===== src/rtl/serial_comparator_lsb.sv =====
// serial_comparator_lsb: bit-serial unsigned magnitude comparator, scans operands LSB to MSB
module serial_comparator_lsb #(
  parameter int WIDTH = 8
) (
  input  logic             clk,
  input  logic             rst,
  input  logic             in_valid,
  output logic             in_ready,
  input  logic [WIDTH-1:0] a,
  input  logic [WIDTH-1:0] b,
  output logic             out_valid,
  input  logic             out_ready,
  output logic             a_gt_b,
  output logic             a_eq_b,
  output logic             a_lt_b,
  output logic             busy
);
  localparam int CW = $clog2(WIDTH);
  typedef enum logic [1:0] {IDLE, SHIFT, DONE} state_t;
  state_t state_q, state_d;
  logic [WIDTH-1:0] sa_q, sa_d, sb_q, sb_d;
  logic [CW-1:0] cnt_q, cnt_d;
  logic gt_q, gt_d, eq_q, eq_d, lt_q, lt_d;
  assign in_ready  = (state_q == IDLE) && !rst;
  assign out_valid = state_q == DONE;
  assign busy      = state_q != IDLE;
  assign a_gt_b    = gt_q;
  assign a_eq_b    = eq_q;
  assign a_lt_b    = lt_q;
  always_comb begin
    state_d = state_q;
    sa_d    = sa_q;
    sb_d    = sb_q;
    cnt_d   = cnt_q;
    gt_d    = gt_q;
    eq_d    = eq_q;
    lt_d    = lt_q;
    case (state_q)
      IDLE: if (in_valid && in_ready) begin
        sa_d    = a;
        sb_d    = b;
        cnt_d   = '0;
        gt_d    = 1'b0;
        eq_d    = 1'b1;
        lt_d    = 1'b0;
        state_d = SHIFT;
      end
      SHIFT: begin
        // a differing bit seen later is more significant, so it overrides earlier verdicts
        gt_d    = (sa_q[0] != sb_q[0]) ? (sa_q[0] & ~sb_q[0]) : gt_q;
        lt_d    = (sa_q[0] != sb_q[0]) ? (~sa_q[0] & sb_q[0]) : lt_q;
        eq_d    = (sa_q[0] != sb_q[0]) ? 1'b0 : eq_q;
        sa_d    = sa_q >> 1;
        sb_d    = sb_q >> 1;
        cnt_d   = cnt_q + CW'(1);
        state_d = (cnt_q == CW'(WIDTH - 1)) ? DONE : SHIFT;
      end
      DONE: state_d = out_ready ? IDLE : DONE;
      default: state_d = IDLE;
    endcase
  end
  always_ff @(posedge clk) begin
    if (rst) begin
      state_q <= IDLE;
      sa_q    <= '0;
      sb_q    <= '0;
      cnt_q   <= '0;
      gt_q    <= 1'b0;
      eq_q    <= 1'b0;
      lt_q    <= 1'b0;
    end else begin
      state_q <= state_d;
      sa_q    <= sa_d;
      sb_q    <= sb_d;
      cnt_q   <= cnt_d;
      gt_q    <= gt_d;
      eq_q    <= eq_d;
      lt_q    <= lt_d;
    end
  end
endmodule


===== config.mk =====
export PLATFORM = sky130hd
export DESIGN_NAME = serial_comparator_lsb
export DESIGN_NICKNAME = d
export VERILOG_FILES = /design/src/rtl/serial_comparator_lsb.sv
export SDC_FILE = /design/constraint.sdc
export NUM_CORES = 1
export LEC_CHECK = 0
export CELL_PAD_IN_SITES_DETAIL_PLACEMENT = 1
export CELL_PAD_IN_SITES_GLOBAL_PLACEMENT = 2
export CORE_MARGIN = 2
export CORE_UTILIZATION = 33
export CTS_BUF_LIST = sky130_fd_sc_hd__clkbuf_16
export CTS_CLUSTER_DIAMETER = 100
export CTS_CLUSTER_SIZE = 14
export DETAILED_ROUTE_END_ITERATION = 10
export PLACE_DENSITY_LB_ADDON = 0.1
export RECOVER_POWER = 25
export SLEW_MARGIN = 20
export SYNTH_ARGS = -nofsm -noshare
export SYNTH_HDL_FRONTEND = slang
export SYNTH_SLANG_ARGS = --single-unit

===== constraint.sdc =====
create_clock -name clk -period 3 [get_ports clk]
set_clock_uncertainty 0.05 [all_clocks]
set_input_delay 0.45 -clock clk [delete_from_list [all_inputs] [get_ports clk]]
set_output_delay 0.45 -clock clk [all_outputs]
set_load 0.01 [all_outputs]

; ---- Yosys cells after proc, flatten, opt, wreduce, memory -nomap -nowiden
; Index checks and enable logic that the tools add are counted.
; W data, S select, Z words.
[word_totals]
ff_bits = 24
input_bits = 20
wordCells = 44
[classes]
addsub = 1
n_eq_ne = 6
muxes = 18
bitwise_logic = 4
n_reduce_logical = 8
[ops]
columns = cell, count
row1 = $pmux W8 S2, 2
row2 = $mux W8, 2
row3 = $mux W2, 3
row4 = $pmux W1 S2, 3
row5 = $pmux W2 S3, 1
row6 = $pmux W3 S2, 1
row7 = $mux W1, 5
row8 = $reduce_bool A2 Y1, 2
row9 = $add A3 B1 Y3 const B, 1
row10 = $eq A3 B3 Y1 const B, 1
row11 = $mux W3, 1
row12 = $reduce_and A3 Y1, 1
row13 = $and A1 B1 Y1, 2
row14 = $eq A2 B1 Y1 const B, 1
row15 = $eq A2 B2 Y1 const B, 1
row16 = $logic_and A1 B1 Y1, 2
row17 = $logic_not A2 Y1, 1
row18 = $ne A2 B1 Y1 const B, 1
row19 = $ne A2 B2 Y1 const B, 1
row20 = $not A1 Y1, 2
row21 = $reduce_and A2 Y1, 1
row22 = $logic_not A1 Y1, 1
row23 = $ne A1 B1 Y1, 1

; ---- Longest topological paths before layout
; Gate-level depths: netlist (run 1).
[logic_depth]
word_depth = 5
ltp_mapped = 5
mapped_depth_nobuf = 5

; ---- Worst setup path after synthesis (run 1)
; OpenSTA, ideal clock, no wires.
[synth_path]
path_type = input-to-output
startpoint = in rst
endpoint = out in_ready
arrival_ns = 1.087
required_ns = 2.500
path_slack_ns = 1.413
stages = 3
path_cell_list = clkbuf_1 -> clkbuf_1 -> nor2_1
[synth_between]
elab_chain_cells = 2
[synth_rtl]
columns = element, line
row1 = start: declaration, 6  ; input logic rst,
row2 = $logic_not A1 Y1, 24  ; assign in_ready = (state_q == IDLE) && !rst;
row3 = $logic_and A1 B1 Y1, 24
row4 = end: declaration, 8  ; output logic in_ready,
; Every way passes these cells.

; ---- Worst setup path after layout (run 1)
[layout_path]
startpoint = in rst
endpoint = reg sb_q[3]
[layout_between]
elab_chain_cells = 5
[layout_rtl]
columns = element, line
row1 = $logic_not A1 Y1, 24
row2 = $logic_and A1 B1 Y1, 24
row3 = $logic_and A1 B1 Y1, 39  ; IDLE: if (in_valid && in_ready) begin
row4 = $ne A2 B1 Y1 (no source line), n/a
row5 = $reduce_and A2 Y1 (no source line), n/a
row6 = end signal: assignment, 66  ; sb_q <= '0;
row7 = end signal: assignment, 74  ; sb_q <= sb_d;
row8 = end: declaration, 21  ; logic [WIDTH-1:0] sa_q, sa_d, sb_q, sb_d;
; Several ways; a longest one is shown, not always the timed one.
; A chain may end at the register's enable or synchronous reset.

==> key figures, run 1 <==
Clock tree
  – Post-CTS setup buffers: 0
  – Clk slew on worst S/H paths: 70 ps
  – CTS max path bufs: 2
  – Clock Sinks: 24
  – Root Driver: clkbuf_16
  – Cts hold-fix bufs: 0
  – PostCTS Resize Cnt: 0
  – CTS Buf Count: 3
  – Clk Latency, worst-skew pair: 260 ps
  – H-tree Lvls: 1
  – CTS tree: yes

Critical path
  – Crit path max fanout: 24
  – Crit path DAT: 2260 ps
  – R2R depth: 4
  – Startpoint types: input port
  – Worst EP required: 3040 ps
  – Critical path class: input port to register
  – Worst reg2reg setup slack: 1490 ps
  – CP Capture Type: register

Logic synthesis
  – Synth warnings: 0
  – Mapped Cells: 146
  – Post-synthesis net count: 170
  – Synthesized area: 0.00132 mm²
  – Post-Syn Area per Cell: 9.02 µm²
  – Post-synthesis sequential area ratio: 0.365
  – Synth Register Bits: 24
  – Number of library cell types mapped by synthesis: 27

Global route
  – Gr usage total: 0.152
  – Vias in the first global route: 1133
  – Overflow after GRT: 0
  – Largest net degree at the start of global routing: 36
  – Initial antenna violation count: 0
  – First-pass GRT wire length: 5270 µm

Cells and area
  – Layout area overhead: 26.7%
  – Layout cells sized above 1: 0.157
  – ANT cells: 0
  – Final #Nets: 191
  – Most common cell after layout, fill and taps aside: dfxtp_1
  – Most frequent cells in the layout: dfxtp_1 (24), nor2_1 (21), clkdlybuf4s50_1 (21)

Drt
  – DR vias: 1070
  – DRC viols: 0
  – Starting DRT DRC Count: 60
  – Final WL: 3070 µm
  – Final ANT Viol Nets: 0
  – Pre-antenna DRT Iters: 4
  – Via/cell ratio: 5.00
  – WL per Instance: 14.4 µm

Min path
  – Hold Path Stages: 2
  – Hold Crit Class: register to register

Timing
  – Final Hold Fails: 0
  – Worst Tran Pin Value: 1370 ps
  – Setup ws final: 780 ps
  – RSZ-0062 raised after global routing: no
  – F_max: 0.451 GHz
  – Tcrit/Tclk final: 0.740
  – Pins Over Slew Limit: 0
  – Tmin final: 2220 ps
  – Setup TNS: 0 ps
  – Slew margin rel.: 0.0872
  – Setup violators final: 0

Power
  – Maximum VDD drop: 0.369 mV
  – Leakage: 0.636 nW
  – PwrDens: 528 mW/mm²
  – Total power: 0.000881 W

Floorplanning
  – Core Box Area: 0.00374 mm²
  – Io pins: 26
  – Initial Utilization: 0.352
  – Die width: 67.2 µm
  – Standard-cell rows: 22
  – Die height: 67.2 µm
  – Die area: 0.00451 mm²

Outcome
  – Status: completed

Place
  – Gpl congestion: 0.698
  – DP Wirelength: 2050 µm
  – I/O Buffers: 25
  – Worst slack, placed: 789 ps

Run
  – Max_cap viols: 0
-- cell usage after synthesis --
library cell / count / area share
inv_1: 5 / 0.014
o21bai_4: 1 / 0.014
a22oi_1: 3 / 0.017
nand2_1: 2 / 0.0057
a21oi_2: 9 / 0.060
nand3_1: 4 / 0.015
a32oi_1: 2 / 0.013
nand2b_1: 14 / 0.067
a21oi_1: 6 / 0.023
o21ba_2: 1 / 0.0076
nor2b_1: 2 / 0.0095
mux2i_1: 2 / 0.015
a211oi_1: 2 / 0.011
buf_6: 3 / 0.026
and2b_1: 1 / 0.0057
a31oi_1: 2 / 0.0095
nor3_2: 9 / 0.068
o21ai_0: 1 / 0.0038
o21bai_1: 1 / 0.0057
or3b_1: 14 / 0.093
clkbuf_1: 3 / 0.0086
buf_4: 3 / 0.017
nor3_1: 4 / 0.015
buf_2: 3 / 0.011
dfxtp_1: 24 / 0.37
nor2_1: 21 / 0.060
ha_1: 4 / 0.038
-- critical path, stage by stage --
cell and delay (ps):
dlygate4sd3_1 620, clkbuf_1 1030, nor3_1 150
-- metal layers --
layer,up-vias,wire length (µm),part of all wire,GRT usage
met5,-,0,0,0
met4,0,13,0.0042,0.0230
met3,2,102,0.033,0.0333
met2,15,1550,0.51,0.275
met1,515,1400,0.46,0.188
li1,538,-,-,-
-- power by group --
group          internal [W]  switching [W]  total (W)
Sequential         0.000341      0.0000121   0.000354
Clock              0.000265       0.000118   0.000383
Combinational     0.0000745      0.0000699   0.000144
Total              0.000681       0.000200   0.000881
-- kinds of logic (layout without fill, tap and decap cells) --
logic type / Yosys count / count (layout) / share of synthesized area
AND/OR/NAND/NOR: 71 / 71 / 0.339
flip-flops: 24 / 24 / 0.365
AO/OA/AOI/OAI: 28 / 28 / 0.165
buffers and inverters: 17 / 37 / 0.0770
multiplexers: 2 / 2 / 0.0152
adder cells (fa/ha/maj): 4 / 4 / 0.0380
-- final timing paths --
path	end	start
setup / recovery	sb_q[3]$_SDFFE_PP0P_	rst
setup reg to reg	sb_q[3]$_SDFFE_PP0P_	state_q[0]$_SDFFE_PP0P_
hold reg to reg	sa_q[7]$_SDFFE_PP0P_	sa_q[7]$_SDFFE_PP0P_
hold / removal	sa_q[7]$_SDFFE_PP0P_	sa_q[7]$_SDFFE_PP0P_
-- metrics by stage --
| step | hold WS, ps | cells | cell area, µm² | utilization |
|---|---|---|---|---|
| finish | 431 | 214 | 1670 | 0.446 |
| global route | 466 | 214 | 1670 | 0.446 |
| detailed placement | 422 | 210 | 1570 | 0.418 |
| global placement | 408 | 210 | 1570 | 0.418 |
| floorplan | 395 | 146 | 1320 | - |
| CTS | 437 | 214 | 1670 | 0.447 |
-- sequential cells by signal, indices dropped and copies added, names as in the netlist --
name and flops:
state_q 2, a_lt_b 1, a_eq_b 1, a_gt_b 1
sb_q 8, cnt_q 3, sa_q 8
-- cell type report --
| class | instances | area (µm²) |
|---|---|---|
| fillers | 451 | 2080 |
| multi-input cells | 105 | 734 |
| flip-flops and latches | 24 | 480 |
| repair buffers | 28 | 269 |
| clock buffers | 3 | 75.1 |
| well taps | 48 | 60.1 |
| clock inverters | 1 | 30.0 |
| inverters | 5 | 18.8 |
Power figures use the tool's default switching activity.
==> run 2, diff against run 1 <==
CORE_UTILIZATION = 30   (was 33)
clock period = 2.2 ns   (was 3 ns; I/O delays follow)
==> key figures, run 2 (synthesis results as in run 1) <==
Outcome
  – Status: completed

Power
  – Maximum VDD drop: 0.285 mV
  – PwrDens: 649 mW/mm²
  – Leakage: 0.632 nW

Floorplanning
  – Core Box Area: 0.00429 mm²
  – Die area: 0.00493 mm²
  – Die height: 70.2 µm
  – Standard-cell rows: 24
  – Die width: 70.2 µm
  – Io pins: 26
  – Initial Utilization: 0.307

Critical path
  – Crit path DAT: 1610 ps
  – Source of the critical timing path: rst
  – Worst reg2reg setup slack: 810 ps
  – RR Endpoint: sb_q[6]$_SDFFE_PP0P_
  – FF-to-FF Start: state_q[0]$_SDFFE_PP0P_
  – Critical path class: input port to output pin
  – Worst path max stage delay: 610 ps
  – Startpoint types: input port
  – Stages on the worst setup path: 3
  – Top Family by Delay on Critical Path: buffers and inverters
  – Worst path bufs/invs: 2
  – Crit path max fanout: 2
  – Worst EP required: 1820 ps
  – R2R depth: 4
  – Crit path to: in_ready
  – Slowest-stage cell, CP: dlygate4sd3_1
  – CP Capture Type: output pin
  – CP Cell Sequence: dlygate4sd3_1, nor2_1, clkdlybuf4s50_1

Cells and area
  – Fin util: 0.389
  – Non-Filler Instances: 221
  – Filler instances: 503
  – ANT cells: 0
  – Most frequent cells in the layout: dfxtp_1 (24), clkdlybuf4s50_1 (24), nor2_1 (21)
  – Sequential cell area: 480 µm²
  – Top Registers: sa_q (8), sb_q (8), cnt_q (3)
  – Layout area overhead: 26.9%
  – Multi-input gate area in the final layout: 734 µm²
  – Final #Nets: 194
  – Layout cells sized above 1: 0.172

Clock tree
  – CTS max path bufs: 2
  – CTS tree: yes
  – Clk slew on worst S/H paths: 60 ps
  – Root Driver: clkbuf_16
  – Post-CTS setup buffers: 0
  – Cts hold-fix bufs: 0
  – PostCTS Resize Cnt: 0
  – H-tree Lvls: 1
  – Clk Latency, worst-skew pair: 260 ps
  – Clock Sinks: 24
  – CTS Buf Count: 3

Timing
  – Final Hold Fails: 0
  – Worst Tran Pin Value: 622 ps
  – Setup violators final: 0
  – Slew margin rel.: 0.586
  – Setup TNS: 0 ps
  – RSZ-0062 raised after global routing: no
  – Pins Over Slew Limit: 0
  – Tcrit/Tclk final: 0.903
  – Tmin final: 1990 ps
  – Final hold slack: 434 ps
  – F_max: 0.503 GHz

Global route
  – Overflow after GRT: 0
  – Largest net degree at the start of global routing: 30
  – Gr usage total: 0.142
  – First-pass GRT wire length: 5600 µm
  – Initial antenna violation count: 0
  – Vias in the first global route: 1194

Drt
  – Pre-antenna DRT Iters: 3
  – WL per Instance: 14.2 µm
  – Starting DRT DRC Count: 34
  – Via/cell ratio: 4.92
  – DRC viols: 0
  – DR vias: 1088
  – Final WL: 3150 µm
  – Final ANT Viol Nets: 0

Run
  – Max_cap viols: 0

Place
  – DP Wirelength: 2120 µm
  – Placed insts: 217
  – I/O Buffers: 25
  – Gpl congestion: 0.680

Min path
  – Hold Crit Class: register to register
## run 2: cell count changes in the layout (fill, tap and decap cells not counted)
cell,previous run,this run
buf_4,2,5
bufinv_16,1,0
clkbuf_1,1,0
clkbuf_2,0,1
clkdlybuf4s50_1,21,24
clkinv_1,0,1
dlygate4sd3_1,4,1
## run 2: through the flow
stage	total power, W	cell area (µm²)	worst slack, ps
2_1_floorplan	0.000628	1320	832
3_3_place_gp	0.000692	1590	305
3_5_place_dp	0.000698	1590	305
4_1_cts	0.00110	1670	290
5_1_grt	0.00115	1670	180
6_report	0.00108	1670	214
## run 2: area by class of cell
class	count	area share
inverter	5	0.0112
clock buffer	3	0.0449
tap	52	0.0390
sequential	24	0.288
timing repair buffer	31	0.175
clock inverter	1	0.00225
multi-input combinational	105	0.440
## run 2: power by group
group          leakage (nW)  total, W  internal, W  switching (W)
Sequential            0.198  0.000480     0.000466      0.0000146
Combinational         0.396  0.000205     0.000106      0.0000985
Clock                0.0385  0.000398     0.000243       0.000155
Total                 0.632   0.00108     0.000815       0.000269
## run 2: worst reg2reg max path, cell delays in order (launching register included)
cell and delay [ps]:
dfxtp_1 320, buf_4 220, or3b_1 430, a21oi_2 180, nor3_2 60
## run 2: how the worst min path moves through the flow
stage / from / to / slack [ps] / cells past startpoint
2_1_floorplan: sa_q[7]$_SDFFE_PP0P_ / sa_q[7]$_SDFFE_PP0P_ / 400 / 2
3_3_place_gp: sa_q[7]$_SDFFE_PP0P_ / sa_q[7]$_SDFFE_PP0P_ / 410 / 2
3_5_place_dp: sa_q[7]$_SDFFE_PP0P_ / sa_q[7]$_SDFFE_PP0P_ / 420 / 2
4_1_cts: sa_q[7]$_SDFFE_PP0P_ / sa_q[7]$_SDFFE_PP0P_ / 440 / 2
5_1_grt: sb_q[1]$_SDFFE_PP0P_ / sb_q[1]$_SDFFE_PP0P_ / 470 / 2
6_report: sa_q[7]$_SDFFE_PP0P_ / sa_q[7]$_SDFFE_PP0P_ / 430 / 2
## run 2: per-layer routing
| metal | global-route usage | routed length (µm) | vias to the layer above |
|---|---|---|---|
| li1 | - | - | 548 |
| met1 | 0.180 | 1470 | 523 |
| met2 | 0.238 | 1540 | 13 |
| met3 | 0.0260 | 76 | 4 |
| met4 | 0.0577 | 59 | 0 |
| met5 | 0 | 0 | - |
==> run 3, diff against run 2 <==
RECOVER_POWER = unset   (was 25)
==> key figures, run 3 (synthesis results as in run 1) <==
Outcome
  – Status: completed

Cells and area
  – Most frequent cells in the layout: clkdlybuf4s50_1 (25), dfxtp_1 (24), nor2_1 (21)
  – Sequential cell area: 480 µm²
  – Layout cells sized above 1: 0.172
  – Most common cell after layout, fill and taps aside: clkdlybuf4s50_1
  – Fin util: 0.390
  – Top Registers: sa_q (8), sb_q (8), cnt_q (3)
  – Multi-input gate area in the final layout: 734 µm²
  – Filler instances: 504
  – Design Area, Final: 0.00167 mm²
  – Final #Nets: 194
  – ANT cells: 0
  – Layout area overhead: 27.1%
  – Non-Filler Instances: 221

Floorplanning
  – Standard-cell rows: 24
  – Die height: 70.2 µm
  – Initial Utilization: 0.307
  – Die area: 0.00493 mm²
  – Die width: 70.2 µm
  – Io pins: 26
  – Core Box Area: 0.00429 mm²

Timing
  – Worst Tran Pin Value: 319 ps
  – Slew margin rel.: 0.787
  – Setup TNS: 0 ps
  – Pins Over Slew Limit: 0
  – RSZ-0062 raised after global routing: no
  – Setup ws final: 323 ps
  – Tcrit/Tclk final: 0.853
  – Tmin final: 1880 ps
  – F_max: 0.533 GHz
  – Final Hold Fails: 0
  – Setup violators final: 0

Power
  – Leakage: 0.633 nW
  – Reg power frac: 0.443
  – Clock Power Share: 0.368
  – Switching power total: 0.000269 W
  – PwrDens: 648 mW/mm²
  – Maximum VDD drop: 0.286 mV
  – Switch share: 0.248
  – Comb pwr share: 0.190
  – Int Power: 0.000816 W

Clock tree
  – Clock Sinks: 24
  – Cts hold-fix bufs: 0
  – Clk Latency, worst-skew pair: 260 ps
  – Root Driver: clkbuf_16
  – Clk slew on worst S/H paths: 60 ps
  – CTS Buf Count: 3
  – PostCTS Resize Cnt: 0
  – H-tree Lvls: 1
  – CTS tree: yes
  – CTS max path bufs: 2
  – Post-CTS setup buffers: 0

Global route
  – Initial antenna violation count: 0
  – Largest net degree at the start of global routing: 30
  – First-pass GRT wire length: 5600 µm
  – Gr usage total: 0.142
  – Vias in the first global route: 1194
  – Overflow after GRT: 0

Critical path
  – Startpoint types: register
  – Slowest-stage cell, CP: clkdlybuf4s50_1
  – Worst path bufs/invs: 2
  – Crit-path most repeated cell: nor2_1
  – CP Cell Sequence: nor2_1, inv_1, nor2_1, clkdlybuf4s50_1
  – Top Family by Delay on Critical Path: buffers and inverters
  – Crit path DAT: 1500 ps
  – Worst EP required: 1820 ps
  – Worst path max stage delay: 540 ps
  – Critical path class: register to output pin
  – CP Capture Type: output pin
  – Worst reg2reg setup slack: 830 ps
  – Crit path max fanout: 4

Place
  – I/O Buffers: 25
  – Placed cell areas: 0.00159 mm²
  – Worst slack, placed: 305 ps
  – Gpl congestion: 0.680
  – DP Wirelength: 2120 µm
  – Placed insts: 217

Run
  – Max_cap viols: 0

Drt
  – Starting DRT DRC Count: 34
  – Via/cell ratio: 4.92
  – Final WL: 3150 µm
  – DR vias: 1087
  – Final ANT Viol Nets: 0
  – WL per Instance: 14.2 µm
  – Pre-antenna DRT Iters: 3
  – DRC viols: 0

Min path
  – Hold Crit Class: register to register
## run 3: power groups by stage
| stage | clock network, W | logic, W | registers [W] |
|---|---|---|---|
| CTS | 0.000411 | 0.000210 | 0.000480 |
| finish | 0.000399 | 0.000206 | 0.000480 |
| global placement | 0 | 0.000203 | 0.000489 |
| global route | 0.000433 | 0.000232 | 0.000483 |
| detailed placement | 0 | 0.000208 | 0.000490 |
| floorplan | 0 | 0.000140 | 0.000488 |
## run 3: worst reg2reg max path, stage by stage, from the launching register on
cell and delay (ps):
dfxtp_1 320, buf_4 220, or3b_1 430, a21oi_2 180, nor3_2 60
## run 3: per-stage QoR
step	power (W)	hold slack, ps
floorplan	0.000628	395
global placement	0.000692	409
detailed placement	0.000698	422
CTS	0.00110	437
global route	0.00115	471
finish	0.00108	435
## run 3: final timing paths
path | to | from | cells after the start
max | in_ready | state_q[1]$_SDFFE_PP0P_ | 4
min | sa_q[7]$_SDFFE_PP0P_ | sa_q[7]$_SDFFE_PP0P_ | 2
max reg2reg | sb_q[6]$_SDFFE_PP0P_ | state_q[0]$_SDFFE_PP0P_ | 4
min reg2reg | sa_q[7]$_SDFFE_PP0P_ | sa_q[7]$_SDFFE_PP0P_ | 2
## run 3: layout make-up
type | count | area share
Clock inverter | 1 | 0.00224
Timing Repair Buffer | 31 | 0.177
Inverter | 5 | 0.0112
Sequential cell | 24 | 0.287
Tap cell | 52 | 0.0389
Multi-Input combinational cell | 105 | 0.439
Clock buffer | 3 | 0.0449
## run 3: layer usage
| metal | track usage | share of wire | up-vias |
|---|---|---|---|
| met5 | 0 | 0 | - |
| met4 | 0.0577 | 0.019 | 0 |
| met3 | 0.0260 | 0.024 | 4 |
| met2 | 0.238 | 0.49 | 13 |
| met1 | 0.180 | 0.47 | 522 |
| li1 | - | - | 548 |
